File: config.mk
export PLATFORM = sky130hd
export DESIGN_NAME = pipe_ctrl
export DESIGN_NICKNAME = d
export VERILOG_FILES = /design/src/rtl/pipe_pkg.sv /design/src/rtl/load_use_detect.sv /design/src/rtl/pipe_ctrl.sv
export SDC_FILE = /design/constraint.sdc
export NUM_CORES = 1
export LEC_CHECK = 0
export CAP_MARGIN = 20
export CORE_ASPECT_RATIO = 1.75
export CORE_MARGIN = 8
export CORE_UTILIZATION = 38
export CTS_BUF_LIST = sky130_fd_sc_hd__clkbuf_2 sky130_fd_sc_hd__clkbuf_4 sky130_fd_sc_hd__clkbuf_8
export DETAILED_ROUTE_END_ITERATION = 10
export PLACE_DENSITY = 0.8
export SLEW_MARGIN = 20
export SYNTH_ARGS = -nofsm -noshare
export SYNTH_HDL_FRONTEND = slang
export SYNTH_SLANG_ARGS = --single-unit
File: constraint.sdc
create_clock -name clk -period 2.5 [get_ports clk]
set_clock_uncertainty 0.2 [all_clocks]
set_input_delay 0.5 -clock clk [delete_from_list [all_inputs] [get_ports clk]]
set_output_delay 0.5 -clock clk [all_outputs]
set_load 0.01 [all_outputs]
File: src/rtl/pipe_pkg.sv
// Shared types and constants for the pipeline control slice.
//   ctrl_state_t : pipeline controller FSM state (RUN, MC_WAIT)
//   REG_ADDR_W   : width of an architectural register address
package pipe_pkg;

    localparam int REG_ADDR_W = 5;

    typedef enum logic [1:0] {
        RUN     = 2'd0,
        MC_WAIT = 2'd1
    } ctrl_state_t;

endpackage

File: src/rtl/load_use_detect.sv
// Combinational load-use hazard detector.
// Flags when the instruction in ID reads a register that the load currently
// in EX will write; that value is not available for forwarding until MEM.
// Ports:
//   id_rs1, id_rs2           in  ID-stage source register addresses
//   id_uses_rs1, id_uses_rs2 in  ID instruction actually reads that source
//   ex_rd                    in  EX-stage destination register
//   ex_reg_write, ex_is_load in  EX instruction writes rd / is a load
//   load_use                 out hazard present this cycle
module load_use_detect
    import pipe_pkg::*;
(
    input  logic [REG_ADDR_W-1:0] id_rs1,
    input  logic [REG_ADDR_W-1:0] id_rs2,
    input  logic                  id_uses_rs1,
    input  logic                  id_uses_rs2,
    input  logic [REG_ADDR_W-1:0] ex_rd,
    input  logic                  ex_reg_write,
    input  logic                  ex_is_load,
    output logic                  load_use
);

    logic rs1_hit;
    logic rs2_hit;
    logic ex_writes_reg;

    // x0 is hardwired to zero, so a load targeting it never creates a hazard.
    assign ex_writes_reg = ex_is_load && ex_reg_write && (ex_rd != '0);
    assign rs1_hit       = id_uses_rs1 && (id_rs1 == ex_rd);
    assign rs2_hit       = id_uses_rs2 && (id_rs2 == ex_rd);
    assign load_use      = ex_writes_reg && (rs1_hit || rs2_hit);

endmodule

File: src/rtl/pipe_ctrl.sv
// Five-stage pipeline hazard / stall controller.
// Produces enables and flushes for PC and the four pipeline registers,
// sequences multicycle (div/rem) operations and counts stalled cycles.
// Ports:
//   clk, rst                          clock, synchronous active-high reset
//   id_rs1/id_rs2, id_uses_rs1/rs2    ID-stage source operands
//   ex_rd, ex_reg_write, ex_is_load   EX-stage destination info
//   ex_redirect                       EX resolved a taken branch/jump/mispredict
//   ex_mc_op                          EX holds a multicycle op
//   mc_done                           completion pulse from the multicycle unit
//   dmem_req, dmem_ready              MEM-stage data memory handshake
//   stall_clr                         clears stall_cycles
//   pc_en, *_en, *_flush              pipeline register controls (flush wins)
//   mc_start                          start pulse to the multicycle unit
//   stall_cycles                      saturating count of cycles with pc_en=0
//   state                             current FSM state
//
// Multicycle handshake: mc_start is a one-cycle pulse issued in the cycle the
// FSM leaves RUN; the unit answers with a one-cycle mc_done pulse. A pulse
// arriving while MEM is stalled is remembered in done_pend so it is not lost.
module pipe_ctrl
    import pipe_pkg::*;
#(
    parameter int STALL_CNT_W = 16
) (
    input  logic                   clk,
    input  logic                   rst,
    input  logic [REG_ADDR_W-1:0]  id_rs1,
    input  logic [REG_ADDR_W-1:0]  id_rs2,
    input  logic                   id_uses_rs1,
    input  logic                   id_uses_rs2,
    input  logic [REG_ADDR_W-1:0]  ex_rd,
    input  logic                   ex_reg_write,
    input  logic                   ex_is_load,
    input  logic                   ex_redirect,
    input  logic                   ex_mc_op,
    input  logic                   mc_done,
    input  logic                   dmem_req,
    input  logic                   dmem_ready,
    input  logic                   stall_clr,
    output logic                   pc_en,
    output logic                   ifid_en,
    output logic                   ifid_flush,
    output logic                   idex_en,
    output logic                   idex_flush,
    output logic                   exmem_en,
    output logic                   exmem_flush,
    output logic                   memwb_en,
    output logic                   memwb_flush,
    output logic                   mc_start,
    output logic [STALL_CNT_W-1:0] stall_cycles,
    output ctrl_state_t            state
);

    ctrl_state_t state_d;
    logic        done_pend;
    logic        done_pend_d;
    logic        mem_stall;
    logic        load_use;
    logic        mc_complete;

    assign mem_stall   = dmem_req && !dmem_ready;
    assign mc_complete = mc_done || done_pend;

    load_use_detect u_load_use_detect (
        .id_rs1       (id_rs1),
        .id_rs2       (id_rs2),
        .id_uses_rs1  (id_uses_rs1),
        .id_uses_rs2  (id_uses_rs2),
        .ex_rd        (ex_rd),
        .ex_reg_write (ex_reg_write),
        .ex_is_load   (ex_is_load),
        .load_use     (load_use)
    );

    // State register (reset also drops any pending multicycle completion).
    always_ff @(posedge clk) begin
        if (rst) begin
            state     <= RUN;
            done_pend <= 1'b0;
        end else begin
            state     <= state_d;
            done_pend <= done_pend_d;
        end
    end

    // Next-state logic. A memory stall freezes the FSM in every state.
    always_comb begin
        state_d     = state;
        done_pend_d = done_pend;
        case (state)
            RUN: begin
                if (ex_mc_op && !mem_stall && !ex_redirect) begin
                    state_d = MC_WAIT;
                end
            end
            MC_WAIT: begin
                if (mem_stall) begin
                    if (mc_done) begin
                        done_pend_d = 1'b1;
                    end
                end else if (mc_complete) begin
                    state_d     = RUN;
                    done_pend_d = 1'b0;
                end
            end
            default: begin
                state_d     = RUN;
                done_pend_d = 1'b0;
            end
        endcase
    end

    // Output logic. Priority: reset, memory stall, then per-state behaviour.
    always_comb begin
        pc_en       = 1'b1;
        ifid_en     = 1'b1;
        ifid_flush  = 1'b0;
        idex_en     = 1'b1;
        idex_flush  = 1'b0;
        exmem_en    = 1'b1;
        exmem_flush = 1'b0;
        memwb_en    = 1'b1;
        memwb_flush = 1'b0;
        mc_start    = 1'b0;
        if (rst) begin
            // Free-running pipeline while in reset; nothing started.
        end else if (mem_stall) begin
            pc_en    = 1'b0;
            ifid_en  = 1'b0;
            idex_en  = 1'b0;
            exmem_en = 1'b0;
            memwb_en = 1'b0;
        end else begin
            case (state)
                RUN: begin
                    if (ex_redirect) begin
                        // Squash the two wrong-path instructions behind EX.
                        ifid_flush = 1'b1;
                        idex_flush = 1'b1;
                    end else if (ex_mc_op) begin
                        // Freeze the front end, bubble into MEM, start the unit.
                        pc_en       = 1'b0;
                        ifid_en     = 1'b0;
                        idex_en     = 1'b0;
                        exmem_flush = 1'b1;
                        mc_start    = 1'b1;
                    end else if (load_use) begin
                        // Hold IF/ID, insert a bubble into EX.
                        pc_en      = 1'b0;
                        ifid_en    = 1'b0;
                        idex_flush = 1'b1;
                    end
                end
                MC_WAIT: begin
                    if (!mc_complete) begin
                        pc_en       = 1'b0;
                        ifid_en     = 1'b0;
                        idex_en     = 1'b0;
                        exmem_flush = 1'b1;
                    end else if (load_use) begin
                        // EX result advances; ID may still depend on a load.
                        pc_en      = 1'b0;
                        ifid_en    = 1'b0;
                        idex_flush = 1'b1;
                    end
                end
                default: begin
                end
            endcase
        end
    end

    // Stall counter: saturates at all-ones; clear wins over increment.
    always_ff @(posedge clk) begin
        if (rst || stall_clr) begin
            stall_cycles <= '0;
        end else if (!pc_en && (stall_cycles != {STALL_CNT_W{1'b1}})) begin
            stall_cycles <= stall_cycles + STALL_CNT_W'(1);
        end
    end

endmodule
==> impl_metrics.csv, run 1 <==
group,metric,value,unit
outcome,outcome,"finished clean",
die,pin_count,55,
worst_setup_path,critical_path.cell_chain,"clkdlybuf4s50_1, nand2b_4, a21oi_2, buf_4, a31o_4, inv_6, buf_12, buf_6",
worst_setup_path,worstPathRequired,1.80,ns
drt,num_vias,1414,
sta,rsz0062_at_grt,"true",
cells_and_area,area_growth,57.3,%
drt,routed_wl,3.74,mm
worst_setup_path,path_max_fanout,5,
global_routing,grt_start_max_net_pins,23,
die,dieArea,5260,µm²
synthesis,yosys.area.top_type,"dfxtp_1",
clock_network,cts_sinks,18,
cells_and_area,finalNonFillerCells,252,
die,die_w,58.3,µm
global_routing,grt_antenna_before_repair,0,
global_routing,first_global_vias,1454,
worst_setup_path,slowest_delay,0.45,ns
synthesis,synth_edf_count,0,
placed_design,placed_cells,245,
drt,ant_nets,0,
die,dieHeight,90.1,µm
placed_design,detailed_place_hpwl,3.03,mm
synthesis,yosys.area.top_type_share,30.2,%
worst_setup_path,crit_type,"primary input to primary output",
job,cap_violations,0,
sta,hold_viol,0,
sta,max_freq,402,MHz
pwr,powerDensity,373,nW/µm²
global_routing,grt_usage,14.7,%
worst_setup_path,startpoint_type,"primary input",
cells_and_area,drive_gt1_share,17.7,%
cells_and_area,antenna_cells,0,
global_routing,grt_overflow,0,
worst_setup_path,reg2reg_slack,0.24,ns
sta,min_period,2.49,ns
cells_and_area,nets,238,
die,start_util,38.8,%
drt,drtPass1Iterations,4,
sta,fin_crit_sh,99.5,%
pwr,ir_drop,0.000194,V
synthesis,synth.avg_cell_area,8.06,µm²
synthesis,synthTopCellsByCount,"dfxtp_1, a21oi_1, nand3_1",
hold_path,hold_depth,2,
synthesis,synth_flop_cell,"dfxtp_1",
sta,drv_slew,0,
worst_setup_path,reg2reg_to,"stall_cycles[9]",
synthesis,synth_area,1190,µm²
worst_setup_path,end_kind,"primary output",
clock_network,cts_tree,"built",
synthesis,synthCells,148,
clock_network,clk_pin_slew,0.07,ns
clock_network,clockBufferDepth,2,
drt,drcViolationCount,0,
pwr,power,0.700,mW
global_routing,grt_pass1_wl,6.36,mm
worst_setup_path,reg2regPathDepth,6,
drt,viasPerCell,5.61,
clock_network,numCtsBuffers,3,
clock_network,clk_latency,0.26,ns
clock_network,htreeDepth,1,
synthesis,seq_area_frac_synth,30.2,%
die,num_rows,27,
hold_path,hold_end,"stall_cycles[6]",
synthesis,ys_ff_latch,18,
worst_setup_path,cp_num_buf_inv,5,
placed_design,port_buffers,52,
hold_path,hold_start,"stall_cycles[6]",
synthesis,yosysMostFrequentCell,"dfxtp_1",
pwr,power.static_leakage,0.736,nW
worst_setup_path,cp.arrival,1.79,ns
synthesis,synth_warnings,0,
synthesis,synthTopCellsByArea,"dfxtp_1, xnor2_1, a21oi_1, o31ai_1, or4_1",
die,fp.coreArea,3070,µm²
synthesis,synth_async_sr_flop_share,0,%
drt,drtIter0Drc,22,
worst_setup_path,r2r_start,"stall_cycles[1]",
hold_path,hold_class,"flip-flop to flip-flop",
clock_network,cts.root.buffer_cell,"clkbuf_8",
placed_design,gp_congestion,0.775,
drt,wire_per_inst,14.8,µm
synthesis,yosys.cell_types.count,39,
worst_setup_path,crit_family,"buffers and inverters",
sta,finalSetupViolCount,0,
worst_setup_path,cpMaxStageDelayCell,"clkdlybuf4s50_1",
where the power goes:
group / total, mW / switching [mW] / internal [mW]
registers: 0.293 / 0.00399 / 0.289
logic: 0.162 / 0.0708 / 0.0908
clock network: 0.245 / 0.104 / 0.140
how the worst max path moves through the flow:
stage	slack (ns)	cells past startpoint	end	from
finish	0.01	8	ifid_en	dmem_ready
global route	-0.02	7	ifid_en	ex_rd[0]
CTS	-0.04	7	ifid_en	ex_rd[0]
detailed placement	-0.71	6	ifid_en	ex_rd[1]
global placement	-0.67	6	pc_en	ex_rd[1]
floorplan	-0.05	7	pc_en	ex_rd[1]
layer usage:
layer | vias up | share of wire [%] | GRT usage (%)
met4 | 0 | 3.6 | 8.44
met5 | - | 0 | 0
met1 | 664 | 34 | 13.7
met2 | 66 | 54 | 26.6
met3 | 11 | 8.1 | 4.56
li1 | 673 | - | -
tightest hold or removal path: stages (launching register included):
cell	delay (ns)
dfxtp_1	0.33
o31ai_1	0.07
a21oi_1	0.05
layout by cell type, fill, tap and decap left out, types with 3 or more instances in the layout:
cell             Yosys  layout
clkdlybuf4s50_1      0      24
dlygate4sd2_1        0      21
dfxtp_1             18      18
buf_4                4      14
a21oi_1             14      12
nand3_1             12      12
nand2_1             11      11
nor2_1              10      10
xnor2_1             10      10
o31ai_1              9       9
or4_1                9       9
and3_1               5       5
clkbuf_8             0       4
buf_6                2       4
nand2b_1             4       3
a21oi_2              1       3
or3_1                3       3
a31oi_1              3       3
a41o_1               3       3
buf_2                1       3
per-stage QoR:
step                hold WS (ns)  util [%]  worst slack [ns]  setup TNS, ns  cell area (µm²)
finish                     0.297      61.0            0.0129              0             1880
global route               0.330      61.0           -0.0152        -0.0265             1880
CTS                        0.297      61.0           -0.0407        -0.0751             1870
detailed placement         0.287      58.3            -0.706          -8.33             1790
global placement           0.271      58.3            -0.667          -6.42             1790
floorplan                  0.289         -           -0.0493        -0.0493             1200
final cells by class:
| class | count | area, µm² |
|---|---|---|
| Timing Repair Buffer | 68 | 622 |
| Clock buffer | 4 | 55.1 |
| Tap cell | 43 | 53.8 |
| Inverter | 2 | 12.5 |
| Sequential cell | 18 | 360 |
| Multi-Input combinational cell | 117 | 772 |
| Fill cell | 265 | 1200 |
what timing repair did:
action,4_1_cts,5_1_grt
setup endpoints to repair,20,5
pin swaps,17,7
hold endpoints to repair,0,0
gates resized for setup,53,4
buffers inserted,4,0
hold buffers,0,0
flip-flops by register name, summed over array words and instances (netlist names):
name / flops
state: 1
done_pend: 1
stall_cycles: 16
logic make-up after synthesis:
family / share of synthesized area, %
XOR/XNOR: 7.34
buffers and inverters: 7.24
other: 0.314
adder cells (fa/ha/maj): 1.05
AO/OA/AOI/OAI: 22.7
multiplexers: 0.839
AND/OR/NAND/NOR: 30.3
flip-flops: 30.2
(Power assumes the default switching activity.)
==> inputs of run 2 (changes only) <==
--- a/config.mk
+++ b/config.mk
@@ -10,6 +10,7 @@
 export CORE_MARGIN = 8
 export CORE_UTILIZATION = 38
 export CTS_BUF_LIST = sky130_fd_sc_hd__clkbuf_2 sky130_fd_sc_hd__clkbuf_4 sky130_fd_sc_hd__clkbuf_8
+export CTS_CLUSTER_DIAMETER = 100
 export DETAILED_ROUTE_END_ITERATION = 10
 export PLACE_DENSITY = 0.8
 export SLEW_MARGIN = 20
==> results of run 2 <==
Same layout as run 1: the final DEF is identical, and so are final timing and power.
==> inputs of run 3 (changes only) <==
--- a/config.mk
+++ b/config.mk
@@ -8,11 +8,12 @@
 export CAP_MARGIN = 20
 export CORE_ASPECT_RATIO = 1.75
 export CORE_MARGIN = 8
-export CORE_UTILIZATION = 38
+export CORE_UTILIZATION = 50
 export CTS_BUF_LIST = sky130_fd_sc_hd__clkbuf_2 sky130_fd_sc_hd__clkbuf_4 sky130_fd_sc_hd__clkbuf_8
 export CTS_CLUSTER_DIAMETER = 100
 export DETAILED_ROUTE_END_ITERATION = 10
-export PLACE_DENSITY = 0.8
+export DONT_BUFFER_PORTS = 1
+export PLACE_DENSITY = 0.7
 export SLEW_MARGIN = 20
 export SYNTH_ARGS = -nofsm -noshare
 export SYNTH_HDL_FRONTEND = slang
==> run 3 against run 2 <==
Against the previous run: wire length fell by 20%; hold slack got worse by 0.19 ns; register-to-register slack got worse by 0.10 ns; flip-flop and latch count did not move; clock-buffer cell count did not move; critical path type unchanged; largest cell class unchanged; largest power group unchanged; highest routed layer unchanged.
==> impl_metrics.csv, run 3 (synthesized netlist as in run 1, its figures left out) <==
group,metric,value,unit
outcome,outcome,"finished clean",
worst_setup_path,path_max_fanout,26,
global_routing,grt_usage,14.4,%
die,pin_count,55,
drt,ant_nets,0,
clock_network,clk_latency,0.26,ns
pwr,pwr-share-comb,11.8,%
drt,drtPass1Iterations,4,
sta,max_freq,418,MHz
sta,rsz0062_at_grt,"false",
cells_and_area,finalInstanceArea,1250,µm²
cells_and_area,largest_reg_flops,16,
pwr,swShare,24.3,%
placed_design,port_buffers,0,
drt,wire_per_inst,17.5,µm
global_routing,grt_overflow,0,
pwr,internal_power,0.459,mW
clock_network,cts_sinks,18,
global_routing,grt_antenna_before_repair,0,
sta,finalSetupViolCount,0,
worst_setup_path,crit_family,"compound AO/OA/AOI/OAI gates",
pwr,power,0.606,mW
cells_and_area,utilization,55.1,%
die,start_util,52.4,%
drt,drcViolationCount,0,
drt,viasPerCell,6.47,
die,num_rows,23,
worst_setup_path,cp.arrival,1.69,ns
clock_network,numCtsBuffers,3,
global_routing,grt_pass1_wl,4.84,mm
pwr,pwr-share-clk,39.7,%
worst_setup_path,cp_num_buf_inv,1,
pwr,p_sw,0.148,mW
worst_setup_path,slowest_delay,0.36,ns
drt,drtIter0Drc,24,
cells_and_area,mostFrequentLayoutCells,"dfxtp_1, a21oi_1, nand3_1",
pwr,power.static_leakage,0.436,nW
cells_and_area,top_regs,"stall_cycles: 16 flops, done_pend: 1 flops, state: 1 flops",
worst_setup_path,crit_type,"primary input to primary output",
cells_and_area,layout_commonest_cell,"dfxtp_1",
drt,num_vias,1112,
sta,relSlewSlack,63.9,%
worst_setup_path,critical_path.cell_chain,"or3_1, o311a_1, a31o_4, inv_4",
cells_and_area,area_growth,5.04,%
clock_network,clk_pin_slew,0.07,ns
cells_and_area,antenna_cells,0,
pwr,powerDensity,484,nW/µm²
die,die_w,52.9,µm
clock_network,clockBufferDepth,2,
job,cap_violations,0,
sta,min_period,2.39,ns
placed_design,detailed_place_hpwl,2.37,mm
sta,fin_crit_sh,95.8,%
clock_network,ctsHoldBuffers,0,
worst_setup_path,end_kind,"primary output",
pwr,ir_drop,0.000280,V
worst_setup_path,cpMaxStageDelayCell,"or3_1",
die,dieHeight,80.6,µm
cells_and_area,drive_gt1_share,12.2,%
pwr,pwr-share-seq,48.5,%
die,fp.coreArea,2270,µm²
sta,hold_viol,0,
cells_and_area,top_register,"stall_cycles",
cells_and_area,n_fill_cell,221,
placed_design,gp_congestion,0.725,
global_routing,grt_start_max_net_pins,27,
sta,drv_slew,0,
worst_setup_path,worstPathRequired,1.80,ns
global_routing,first_global_vias,1099,
cells_and_area,nets,176,
clock_network,cts_tree,"built",
hold_path,hold_class,"primary input to flip-flop",
clock_network,htreeDepth,1,
clock_network,postCtsSetupBuffers,0,
die,dieArea,4260,µm²
drt,routed_wl,3.00,mm
worst_setup_path,startpoint_type,"primary input",
placed_design,placed_area,1200,µm²
clock_network,cts.root.buffer_cell,"clkbuf_8",
sta,worstMarginPinSlew,0.541,ns
## run 3: worst reg2reg max path, cell delays in order, from the launching register on
cell and delay (ns):
dfxtp_1 0.32, ha_1 0.22, and3_1 0.24, and3_1 0.24
and3b_1 0.37, or4_1 0.54, a21oi_1 0.16
## run 3: area by class of cell
cell class	count	area, µm²	area share [%]
clock buffers	4	55.1	4.40
inverters	2	10.0	0.799
multi-input cells	117	749	59.8
flip-flops and latches	18	362	28.9
well taps	25	31.3	2.50
repair buffers	6	45.0	3.60
## run 3: layer usage
metal	routed length, µm	GRT usage, %	vias to the layer above
met5	0	0	-
met1	1050	13.0	523
li1	-	-	547
met3	314	6.10	4
met2	1570	25.6	38
met4	68	7.81	0
## run 3: path summary, 6_finish.rpt
check	cells past startpoint	slack, ns	to	start
setup reg to reg	6	0.14	stall_cycles[14]	stall_cycles[0]
hold reg to reg	2	0.33	done_pend	done_pend
hold / removal	1	0.11	done_pend	rst
setup / recovery	4	0.11	pc_en	ex_rd[1]
## run 3: timing repair
action / 4_1_cts / 5_1_grt
resized for setup: 0 / 1
setup endpoints to repair: 0 / 2
hold endpoints to repair: 0 / 0
## run 3: power groups by stage
stage / logic (mW) / registers (mW) / clock network (mW)
final: 0.0715 / 0.294 / 0.241
after floorplan: 0.0709 / 0.300 / 0
after global routing: 0.0798 / 0.294 / 0.261
after global placement: 0.0698 / 0.300 / 0
after CTS: 0.0722 / 0.293 / 0.247
after detailed placement: 0.0720 / 0.300 / 0
## run 3: metrics by stage
step / instances / setup slack (ns) / hold WS [ns] / setup TNS, ns
final: 172 / 0.105 / 0.108 / 0
after global routing: 172 / 0.0413 / 0.101 / 0
after CTS: 172 / 0.0925 / 0.101 / 0
after detailed placement: 168 / 0.109 / 0.320 / 0
after global placement: 168 / 0.123 / 0.299 / 0
after floorplan: 149 / -0.0493 / 0.289 / -0.0493
